### config.mk
export PLATFORM = sky130hd
export DESIGN_NAME = periph_tx_buffer
export DESIGN_NICKNAME = d
export VERILOG_FILES = /design/src/rtl/periph_pkg.sv /design/src/rtl/sync_fifo.sv /design/src/rtl/periph_tx_buffer.sv
export SDC_FILE = /design/constraint.sdc
export NUM_CORES = 1
export LEC_CHECK = 0
export ABC_AREA = 1
export CAP_MARGIN = 20
export CORE_UTILIZATION = 40
export CTS_CLUSTER_SIZE = 20
export DETAILED_ROUTE_END_ITERATION = 6
export PLACE_DENSITY = 0.59
export SLEW_MARGIN = 25
export SYNTH_ARGS = -nofsm -noshare
export SYNTH_HDL_FRONTEND = slang
export SYNTH_SLANG_ARGS = --single-unit
export TNS_END_PERCENT = 20
### constraint.sdc
create_clock -name clk -period 3.6 [get_ports clk]
set_input_delay 0.72 -clock clk [delete_from_list [all_inputs] [get_ports clk]]
set_output_delay 0.72 -clock clk [all_outputs]
set_load 0.005 [all_outputs]
### src/rtl/periph_pkg.sv
// Shared packet layout for peripheral-to-host packets: field positions and the packed view.
package periph_pkg;

  localparam int unsigned PKT_W     = 32;
  localparam int unsigned ADDR_W    = 3;
  localparam int unsigned CFG_BIT   = 28;
  localparam int unsigned NBYTES_HI = 27;
  localparam int unsigned NBYTES_LO = 26;
  localparam int unsigned RSVD_HI   = 25;
  localparam int unsigned RSVD_LO   = 24;
  localparam int unsigned DATA_HI   = 23;
  localparam int unsigned DATA_LO   = 0;

  typedef struct packed {
    logic [ADDR_W-1:0] addr;
    logic              cfg;
    logic [1:0]        nbytes;
    logic [1:0]        rsvd;
    logic [23:0]       data;
  } periph_pkt_t;

endpackage

### src/rtl/sync_fifo.sv
// First-word-fall-through synchronous FIFO; caller guarantees push is only issued when there is room.
module sync_fifo #(
  parameter int unsigned WIDTH = 32,
  parameter int unsigned DEPTH = 8
) (
  input  logic                     clk,
  input  logic                     rst,
  input  logic                     push,
  input  logic [WIDTH-1:0]         wr_data,
  input  logic                     pop,
  output logic [WIDTH-1:0]         rd_data,
  output logic                     full,
  output logic                     empty,
  output logic [$clog2(DEPTH):0]   count
);

  localparam int unsigned PTR_W = $clog2(DEPTH);
  localparam int unsigned CNT_W = PTR_W + 1;

  logic [WIDTH-1:0] mem_q [DEPTH];
  logic [WIDTH-1:0] mem_d [DEPTH];
  logic [PTR_W-1:0] wr_ptr_q, wr_ptr_d;
  logic [PTR_W-1:0] rd_ptr_q, rd_ptr_d;
  logic [CNT_W-1:0] count_q, count_d;

  always_comb begin
    mem_d    = mem_q;
    wr_ptr_d = wr_ptr_q;
    rd_ptr_d = rd_ptr_q;
    count_d  = count_q;
    if (push) begin
      mem_d[wr_ptr_q] = wr_data;
      wr_ptr_d        = wr_ptr_q + PTR_W'(1);
    end
    if (pop) begin
      rd_ptr_d = rd_ptr_q + PTR_W'(1);
    end
    // Occupancy tracked independently of the wrapping pointers.
    case ({push, pop})
      2'b10:   count_d = count_q + CNT_W'(1);
      2'b01:   count_d = count_q - CNT_W'(1);
      default: count_d = count_q;
    endcase
  end

  always_ff @(posedge clk) begin
    if (rst) begin
      wr_ptr_q <= '0;
      rd_ptr_q <= '0;
      count_q  <= '0;
    end else begin
      wr_ptr_q <= wr_ptr_d;
      rd_ptr_q <= rd_ptr_d;
      count_q  <= count_d;
    end
  end

  // Storage needs no reset; reads are masked while empty.
  always_ff @(posedge clk) begin
    mem_q <= mem_d;
  end

  assign empty   = (count_q == '0);
  assign full    = (count_q == CNT_W'(DEPTH));
  assign count   = count_q;
  assign rd_data = empty ? '0 : mem_q[rd_ptr_q];

endmodule

### src/rtl/periph_tx_buffer.sv
// Buffers peripheral packets toward the host-link arbiter: validates, stamps the peripheral
// address, queues in a FWFT FIFO and tracks sticky drop flags with saturating drop counters.
module periph_tx_buffer #(
  parameter int unsigned WIDTH       = 32,
  parameter int unsigned ADDR_W      = 3,
  parameter int unsigned PERIPH_ADDR = 0,
  parameter int unsigned DEPTH       = 8,
  parameter int unsigned CNT_W       = 8
) (
  input  logic                      clk,
  input  logic                      rst,
  input  logic [WIDTH-ADDR_W-1:0]   packet_in,
  input  logic                      data_valid,
  output logic [WIDTH-1:0]          tx_packet,
  output logic                      tx_valid,
  input  logic                      tx_ready,
  input  logic                      clr_status,
  output logic [$clog2(DEPTH):0]    fifo_count,
  output logic                      overflow,
  output logic                      malformed,
  output logic [CNT_W-1:0]          ovf_drops,
  output logic [CNT_W-1:0]          bad_drops
);

  import periph_pkg::*;

  logic             fifo_full;
  logic             fifo_empty;
  logic             pop_c;
  logic             push_c;
  logic             bad_pkt_c;
  logic             ovf_drop_c;
  logic             bad_drop_c;
  logic [WIDTH-1:0] stamped_c;

  logic             overflow_q, overflow_d;
  logic             malformed_q, malformed_d;
  logic [CNT_W-1:0] ovf_cnt_q, ovf_cnt_d;
  logic [CNT_W-1:0] bad_cnt_q, bad_cnt_d;

  // Classify the candidate and build the stored word with reserved bits cleared.
  always_comb begin
    bad_pkt_c = !packet_in[CFG_BIT] && (packet_in[NBYTES_HI:NBYTES_LO] == 2'b00);
    stamped_c = {ADDR_W'(PERIPH_ADDR), packet_in};
    stamped_c[RSVD_HI:RSVD_LO] = 2'b00;
    pop_c      = tx_valid && tx_ready;
    push_c     = data_valid && !bad_pkt_c && (!fifo_full || pop_c);
    ovf_drop_c = data_valid && !bad_pkt_c && fifo_full && !pop_c;
    bad_drop_c = data_valid && bad_pkt_c;
  end

  sync_fifo #(
    .WIDTH (WIDTH),
    .DEPTH (DEPTH)
  ) u_fifo (
    .clk     (clk),
    .rst     (rst),
    .push    (push_c),
    .wr_data (stamped_c),
    .pop     (pop_c),
    .rd_data (tx_packet),
    .full    (fifo_full),
    .empty   (fifo_empty),
    .count   (fifo_count)
  );

  // A drop coinciding with clr_status restarts the counter at one.
  always_comb begin
    overflow_d  = overflow_q;
    malformed_d = malformed_q;
    ovf_cnt_d   = ovf_cnt_q;
    bad_cnt_d   = bad_cnt_q;
    if (clr_status) begin
      overflow_d  = 1'b0;
      malformed_d = 1'b0;
      ovf_cnt_d   = '0;
      bad_cnt_d   = '0;
    end
    if (ovf_drop_c) begin
      overflow_d = 1'b1;
      if (clr_status)          ovf_cnt_d = CNT_W'(1);
      else if (~&ovf_cnt_q)    ovf_cnt_d = ovf_cnt_q + CNT_W'(1);
    end
    if (bad_drop_c) begin
      malformed_d = 1'b1;
      if (clr_status)          bad_cnt_d = CNT_W'(1);
      else if (~&bad_cnt_q)    bad_cnt_d = bad_cnt_q + CNT_W'(1);
    end
  end

  always_ff @(posedge clk) begin
    if (rst) begin
      overflow_q  <= 1'b0;
      malformed_q <= 1'b0;
      ovf_cnt_q   <= '0;
      bad_cnt_q   <= '0;
    end else begin
      overflow_q  <= overflow_d;
      malformed_q <= malformed_d;
      ovf_cnt_q   <= ovf_cnt_d;
      bad_cnt_q   <= bad_cnt_d;
    end
  end

  assign tx_valid  = !fifo_empty;
  assign overflow  = overflow_q;
  assign malformed = malformed_q;
  assign ovf_drops = ovf_cnt_q;
  assign bad_drops = bad_cnt_q;

endmodule
==> metrics.md, run 1 <==
| Metric | Value |
|---|---|
| Status | finished, final reports clean |
| Stages on the worst setup path | 6 |
| Iter 0 DRT Violations | 485 |
| Leading cell types by total area after synthesis | sky130_fd_sc_hd__edfxtp_1 (64%), sky130_fd_sc_hd__nor2_1 (9.2%), sky130_fd_sc_hd__dfxtp_1 (5.5%), sky130_fd_sc_hd__o21ai_0 (4.8%), sky130_fd_sc_hd__o21ai_1 (2.8%) |
| NumNets Final | 982 |
| Placement Setup Slack | 0.481 ns |
| Final-layout worst hold slack | 0.466 ns |
| Number of global-route vias before repair | 6167 |
| Depth of the worst register-to-register path | 12 |
| Post-Synthesis Mean Instance Area | 11.8 sq um |
| Max Clock Freq | 307 MHz |
| Hold Vio Cnt, Final | 0 |
| Starting density of the core | 0.412 |
| Library cells used by synthesis | 32 |
| Initial DRT Pass Iterations | 5 |
| Count of maximum capacitance violations | 0 |
| RePlAce Congestion | 0.736 |
| P per Cell Area | 671 nW/um^2 |
| I/O pin cnt | 89 |
| Cell family contributing the most delay on the critical path | buffers and inverters |
| Sequential Area | 7050 sq um |
| Worst-case register-to-register setup slack | 1.25 ns |
| Layout cells sized above 1 | 0.0989 |
| Peak per-stage delay on the critical path | 0.56 ns |
| Tmin final | 3.26 ns |
| Final-layout fill cell count | 2160 |
| Remaining number of nets flagged by the antenna check after routing | 0 |
| Worst EP required | 2.88 ns |
| DR vias/cell | 5.04 |
| I/O Buffers | 81 |
| Seq cells post-synth | 244 |
| Buf/Inv on CP | 2 |
| Leakage | 4.13 nW |
| Aggregate global-route resource usage | 0.164 |
| Chip Height | 161 um |
| Layout Skew | 0.00603 ns |
| Data arrival time at the worst-slack endpoint | 2.54 ns |
| Final HPWL DP | 11900 um |
| Critical path, cell by cell | buf_12, nor2_1, o32ai_2, nor2_1, nor2_1, clkdlybuf4s50_1 |
| Clock-pin transition on the worst setup and hold timing paths | 0.06 ns |
| RSZ-0062 raised after global routing | false |
| Final routed wirelength across all metal layers | 21200 um |
| CTS tree | built |
| CTS buffer count | 26 |
| Peak supply drop | 0.396 mV |
| Buffers inserted by post-CTS timing repair | 0 |
| Post-cts resize count | 0 |
| Class of the tightest hold or removal check | reg2reg |
| X dimension of the die | 161 um |
| Transition at the pin with the smallest max-transition slack | 0.835 ns |
| Most frequent cell on the critical path | sky130_fd_sc_hd__nor2_1 |
| Cell taking the most area after synthesis | sky130_fd_sc_hd__edfxtp_1 |
| Master of the slowest instance on the critical path | sky130_fd_sc_hd__clkdlybuf4s50_1 |
| Proportion of synthesized chip area in sequential cells | 0.696 |
| Number of clock sinks seen by CTS | 244 |
| Pin count of the biggest net entering global routing | 110 |
| Antenna violations before repair | 0 |
| Most frequent standard cell in the layout excluding fill and tap cells | sky130_fd_sc_hd__nor2_1 |
| Via count | 6474 |
| Termination of the worst setup path | tx_packet[23] |
| Critical Path Start | u_fifo.rd_ptr_q[0]$_SDFFE_PP0P_ |
| First-pass GRT wire length | 33400 um |
| Placeable core area | 24600 sq um |
| Leading cell types in the layout, fill and taps excluded | sky130_fd_sc_hd__nor2_1 (240), sky130_fd_sc_hd__edfxtp_1 (216), sky130_fd_sc_hd__o21ai_0 (97) |
| Growth of design area from synthesis to finish | 19.6% |
| Clock root buffer | sky130_fd_sc_hd__clkbuf_16 |
| Crit path capture type | primary output |
| Syn. warnings | 0 |
| Total chip power | 8.13 mW |
| Largest buffer count on any clock path | 3 |
| Total Negative Setup Slacks | 0 ns |
| Die area | 26000 sq um |
| Worst-case setup margin in the final layout | 0.338 ns |
| Netlist area before placement | 10100 sq um |
| Max transition margin | 0.441 |
| Final-report max-slew violation count | 0 |
| Cell count after synthesis | 856 |
| Final worst-path cycle share | 0.906 |
| Kind of start point of the critical path | register |
| Overflow left after global routing | 0 |
| Detailed-route DRC error count | 0 |
| Critical register-to-register path startpoint | u_fifo.count[1]$_SDFFE_PP0P_ |
| Maximum level of the CTS H-tree | 1 |
| Number of setup violations in the final report | 0 |
| Detailed-route wire length per cell | 16.5 um |
| Critical setup path kind | reg2out |
| Highest net fanout along the worst path | 109 |
| Combined area of the multi-input logic cells | 2660 sq um |
| Worst-Skew Late Latency | 0.52 ns |
| Std cell rows | 57 |
| Diode insertion count for antenna repair | 0 |
| Crit Reg-Reg Endpoint | u_fifo.count[1]$_SDFFE_PP0P_ |
| Cts-stage hold buffer count | 0 |
| Final Util | 0.492 |
| Portion of synthesized cell area occupied by the leading cell type | 0.640 |
==> cells by family after synthesis <==
group,after synthesis,synth area share
DFF,244,0.696
xor gates and xnor gates,5,0.00432
buffers and inverters,83,0.0453
adders and majority gates,7,0.00865
and+or+nand+nor,310,0.122
other,1,0.000370
AOI/OAI and AO/OA,206,0.123
==> tightest hold or removal path, delay by kind of cell, from the launching register on <==
| family | cells | cell delay, ns |
|---|---|---|
| AND/OR/NAND/NOR | 1 | 0.05 |
| AO/OA/AOI/OAI | 1 | 0.05 |
| flip-flops | 1 | 0.33 |
==> cell usage after synthesis <==
library cell	instances
sky130_fd_sc_hd__o32ai_2	13
sky130_fd_sc_hd__edfxtp_1	216
sky130_fd_sc_hd__a211oi_1	2
sky130_fd_sc_hd__conb_1	1
sky130_fd_sc_hd__o32ai_1	14
sky130_fd_sc_hd__nand2_1	34
sky130_fd_sc_hd__inv_1	28
sky130_fd_sc_hd__dfxtp_1	28
sky130_fd_sc_hd__a21oi_2	1
sky130_fd_sc_hd__xor2_1	4
sky130_fd_sc_hd__inv_2	2
sky130_fd_sc_hd__nor2_8	1
sky130_fd_sc_hd__a21oi_1	17
sky130_fd_sc_hd__clkbuf_1	14
sky130_fd_sc_hd__o21ai_1	56
sky130_fd_sc_hd__o21ai_2	1
sky130_fd_sc_hd__nand4_1	6
sky130_fd_sc_hd__nand2_4	1
sky130_fd_sc_hd__nor3_1	2
sky130_fd_sc_hd__buf_4	12
sky130_fd_sc_hd__o21ai_0	97
sky130_fd_sc_hd__nand3_1	13
sky130_fd_sc_hd__a31oi_1	5
sky130_fd_sc_hd__nand4_2	1
sky130_fd_sc_hd__buf_6	11
sky130_fd_sc_hd__nand2_2	1
sky130_fd_sc_hd__ha_1	7
sky130_fd_sc_hd__xnor2_1	1
sky130_fd_sc_hd__clkbuf_2	1
sky130_fd_sc_hd__nor2_2	3
sky130_fd_sc_hd__nor2_1	248
sky130_fd_sc_hd__buf_2	15
==> area by class of cell <==
| type | instances | area share |
|---|---|---|
| Sequential cell | 244 | 0.582 |
| Multi-Input combinational cell | 533 | 0.219 |
| Timing Repair Buffer | 106 | 0.0876 |
| Clock buffer | 30 | 0.0567 |
| Tap cell | 324 | 0.0335 |
| Clock inverter | 18 | 0.0112 |
| Inverter | 30 | 0.00950 |
==> state kept, by name, indices dropped and copies added, names as in the netlist <==
signal,flops
malformed,1
u_fifo.mem_q,216
ovf_drops,8
u_fifo.count,4
u_fifo.rd_ptr_q,3
u_fifo.wr_ptr_q,3
overflow,1
bad_drops,8
==> power breakdown <==
group / leakage, nW / internal (mW) / switching [mW] / total, mW
Combinational: 1.55 / 1.04 / 1.28 / 2.32
Clock: 0.399 / 1.50 / 1.04 / 2.54
Sequential: 2.19 / 3.19 / 0.0834 / 3.27
Total: 4.13 / 5.73 / 2.40 / 8.13
==> how the worst min path moves through the flow <==
stage	cells past startpoint	slack [ns]	start	to
finish	2	0.47	malformed$_SDFFE_PP0P_	malformed$_SDFFE_PP0P_
global route	1	0.52	u_fifo.count[3]$_SDFFE_PP0P_	u_fifo.count[3]$_SDFFE_PP0P_
CTS	2	0.47	malformed$_SDFFE_PP0P_	malformed$_SDFFE_PP0P_
detailed placement	2	0.45	malformed$_SDFFE_PP0P_	malformed$_SDFFE_PP0P_
global placement	2	0.45	malformed$_SDFFE_PP0P_	malformed$_SDFFE_PP0P_
floorplan	2	0.45	malformed$_SDFFE_PP0P_	malformed$_SDFFE_PP0P_
==> routing by layer <==
| metal | part of all wire | track usage | vias up |
|---|---|---|---|
| met5 | 0 | 0 | - |
| met4 | 0.016 | 0.0395 | 0 |
| met3 | 0.039 | 0.0252 | 31 |
| met2 | 0.49 | 0.278 | 148 |
| met1 | 0.46 | 0.222 | 3090 |
| li1 | - | - | 3205 |
==> metrics by stage <==
| stage | cells | instance area [sq um] |
|---|---|---|
| final | 1285 | 12100 |
| after global routing | 1285 | 12100 |
| after CTS | 1285 | 12100 |
| after detailed placement | 1237 | 11300 |
| after global placement | 1237 | 11300 |
| after floorplan | 860 | 10100 |
Note: power is estimated with default switching activity, not from simulation.
==> inputs of run 2 (changes only) <==
--- a/config.mk
+++ b/config.mk
@@ -7,10 +7,12 @@
 export LEC_CHECK = 0
 export ABC_AREA = 1
 export CAP_MARGIN = 20
+export CORE_MARGIN = 5
 export CORE_UTILIZATION = 40
 export CTS_CLUSTER_SIZE = 20
 export DETAILED_ROUTE_END_ITERATION = 6
-export PLACE_DENSITY = 0.59
+export DONT_BUFFER_PORTS = 1
+export PLACE_DENSITY = 0.54
 export SLEW_MARGIN = 25
 export SYNTH_ARGS = -nofsm -noshare
 export SYNTH_HDL_FRONTEND = slang
==> run 2 against run 1 <==
Compared with the run above:
- clock power rose by 14%
- critical path depth is 1 higher
- core utilization shrank 3.6 points
- largest cell class unchanged
- largest power group unchanged
- sequential share of layout area is 3.5 points higher
- register-to-register slack barely moved
- total power decreased by 2.2%
- first-iteration DRC count up 4.7%
- flip-flop and latch count stayed put
- cell area down 5.7%
- via count down 5.5%
==> metrics.md, run 2 (same netlist as run 1, synthesis figures left out) <==
| Metric | Value |
|---|---|
| Worst-Skew Late Latency | 0.52 ns |
| Placeable core area | 25000 sq um |
| Worst-case register-to-register setup slack | 1.25 ns |
| Starting density of the core | 0.405 |
| Post-cts resize count | 0 |
| Max transition margin | 0.381 |
| Cell family contributing the most delay on the critical path | flip-flops |
| Master of the slowest instance on the critical path | sky130_fd_sc_hd__dfxtp_4 |
| Transition at the pin with the smallest max-transition slack | 0.929 ns |
| Final HPWL DP | 12100 um |
| Buf/Inv on CP | 1 |
| Most frequent standard cell in the layout excluding fill and tap cells | sky130_fd_sc_hd__nor2_1 |
| Peak per-stage delay on the critical path | 0.59 ns |
| I/O pin cnt | 89 |
| Hold_sp | rst |
| Data arrival time at the worst-slack endpoint | 2.32 ns |
| Diode insertion count for antenna repair | 0 |
| Clock-pin transition on the worst setup and hold timing paths | 0.06 ns |
| Final-layout fill cell count | 2314 |
| Flip-flop count of the largest register after layout | 216 |
| Growth of design area from synthesis to finish | 12.8% |
| Cts-stage hold buffer count | 0 |
| Initial DRT Pass Iterations | 5 |
| Maximum level of the CTS H-tree | 1 |
| Hold Vio Cnt, Final | 0 |
| Critical Path Start | u_fifo.rd_ptr_q[0]$_SDFFE_PP0P_ |
| RePlAce Congestion | 0.719 |
| Placed cell count | 1157 |
| Final routed wirelength across all metal layers | 21600 um |
| Remaining number of nets flagged by the antenna check after routing | 0 |
| Final-report max-slew violation count | 0 |
| Reg with most FFs | u_fifo.mem_q |
| Buffers inserted by post-CTS timing repair | 0 |
| Number of global-route vias before repair | 5808 |
| Layout cells sized above 1 | 0.112 |
| P per Cell Area | 696 nW/um^2 |
| Critical path, cell by cell | buf_4, nor2_1, nor2_1, o21ai_0, o21ai_0, o21ai_0, nor2_1 |
| Chip Height | 169 um |
| Total chip power | 7.95 mW |
| CTS buffer count | 26 |
| DR vias/cell | 5.08 |
| RSZ-0062 raised after global routing | false |
| Antenna violations before repair | 0 |
| Iter 0 DRT Violations | 508 |
| Final worst-path cycle share | 0.844 |
| NumNets Final | 896 |
| Detailed-route DRC error count | 0 |
| Worst EP required | 2.88 ns |
| Tmin final | 3.04 ns |
| Number of clock sinks seen by CTS | 244 |
| Detailed-route wire length per cell | 17.9 um |
| Largest buffer count on any clock path | 3 |
| I/O Buffers | 0 |
| First-pass GRT wire length | 33500 um |
| Die area | 28600 sq um |
| Total Negative Setup Slacks | 0 ns |
| Critical register-to-register path startpoint | u_fifo.count[0]$_SDFFE_PP0P_ |
| Leakage | 3.86 nW |
| Highest net fanout along the worst path | 39 |
| Peak supply drop | 0.389 mV |
| Non-filler cells, final | 1205 |
| Clock root buffer | sky130_fd_sc_hd__clkbuf_16 |
| CTS tree | built |
| Critical setup path kind | reg2out |
| Number of setup violations in the final report | 0 |
| Overflow left after global routing | 0 |
| Std cell rows | 58 |
| Layout Skew | 0.00797 ns |
| Class of the tightest hold or removal check | in2reg |
| X dimension of the die | 169 um |
| Aggregate global-route resource usage | 0.148 |
| Status | finished, final reports clean |
| Pin count of the biggest net entering global routing | 84 |
| Leading cell types in the layout, fill and taps excluded | sky130_fd_sc_hd__nor2_1 (240), sky130_fd_sc_hd__edfxtp_1 (216), sky130_fd_sc_hd__o21ai_0 (97) |
| Count of maximum capacitance violations | 0 |
| Kind of start point of the critical path | register |
| Max Clock Freq | 329 MHz |
| Crit path capture type | primary output |
| Via count | 6121 |
==> run 2: per-stage QoR <==
step	hold slack [ns]	util	setup WS, ns	cell area, sq um
after global routing	0.237	0.457	0.343	11400
after CTS	0.235	0.457	0.489	11400
final	0.264	0.457	0.561	11400
after detailed placement	0.470	0.419	0.841	10500
after global placement	0.467	0.419	0.835	10500
after floorplan	0.452	-	0.696	10100
==> run 2: routing by layer <==
| metal | vias up | part of all wire | track usage |
|---|---|---|---|
| li1 | 3034 | - | - |
| met1 | 2924 | 0.45 | 0.204 |
| met2 | 138 | 0.47 | 0.239 |
| met3 | 25 | 0.068 | 0.0373 |
| met4 | 0 | 0.015 | 0.0333 |
| met5 | - | 0 | 0 |
==> run 2: report_power, final <==
part           internal [mW]  switching [mW]  leakage (nW)  total (mW)
logic                  0.583            1.09          1.21        1.68
clock network           1.83            1.06         0.461        2.90
registers               3.19           0.187          2.19        3.38
total                   5.61            2.34          3.86        7.95
==> run 2: cell type report <==
| cell class | instances | area, sq um | share of cell area |
|---|---|---|---|
| Sequential cell | 244 | 7050 | 0.617 |
| Multi-Input combinational cell | 533 | 2700 | 0.236 |
| Clock buffer | 31 | 711 | 0.0622 |
| Tap cell | 330 | 413 | 0.0361 |
| Clock inverter | 17 | 240 | 0.0210 |
| Timing Repair Buffer | 20 | 200 | 0.0175 |
| Inverter | 30 | 114 | 0.00996 |
==> run 2: worst paths after layout <==
kind | end | cells after the start
max | tx_packet[0] | 7
min reg2reg | u_fifo.wr_ptr_q[0]$_SDFFE_PP0P_ | 2
max reg2reg | u_fifo.mem_q[211]$_DFFE_PP_ | 9
min | u_fifo.wr_ptr_q[0]$_SDFFE_PP0P_ | 1
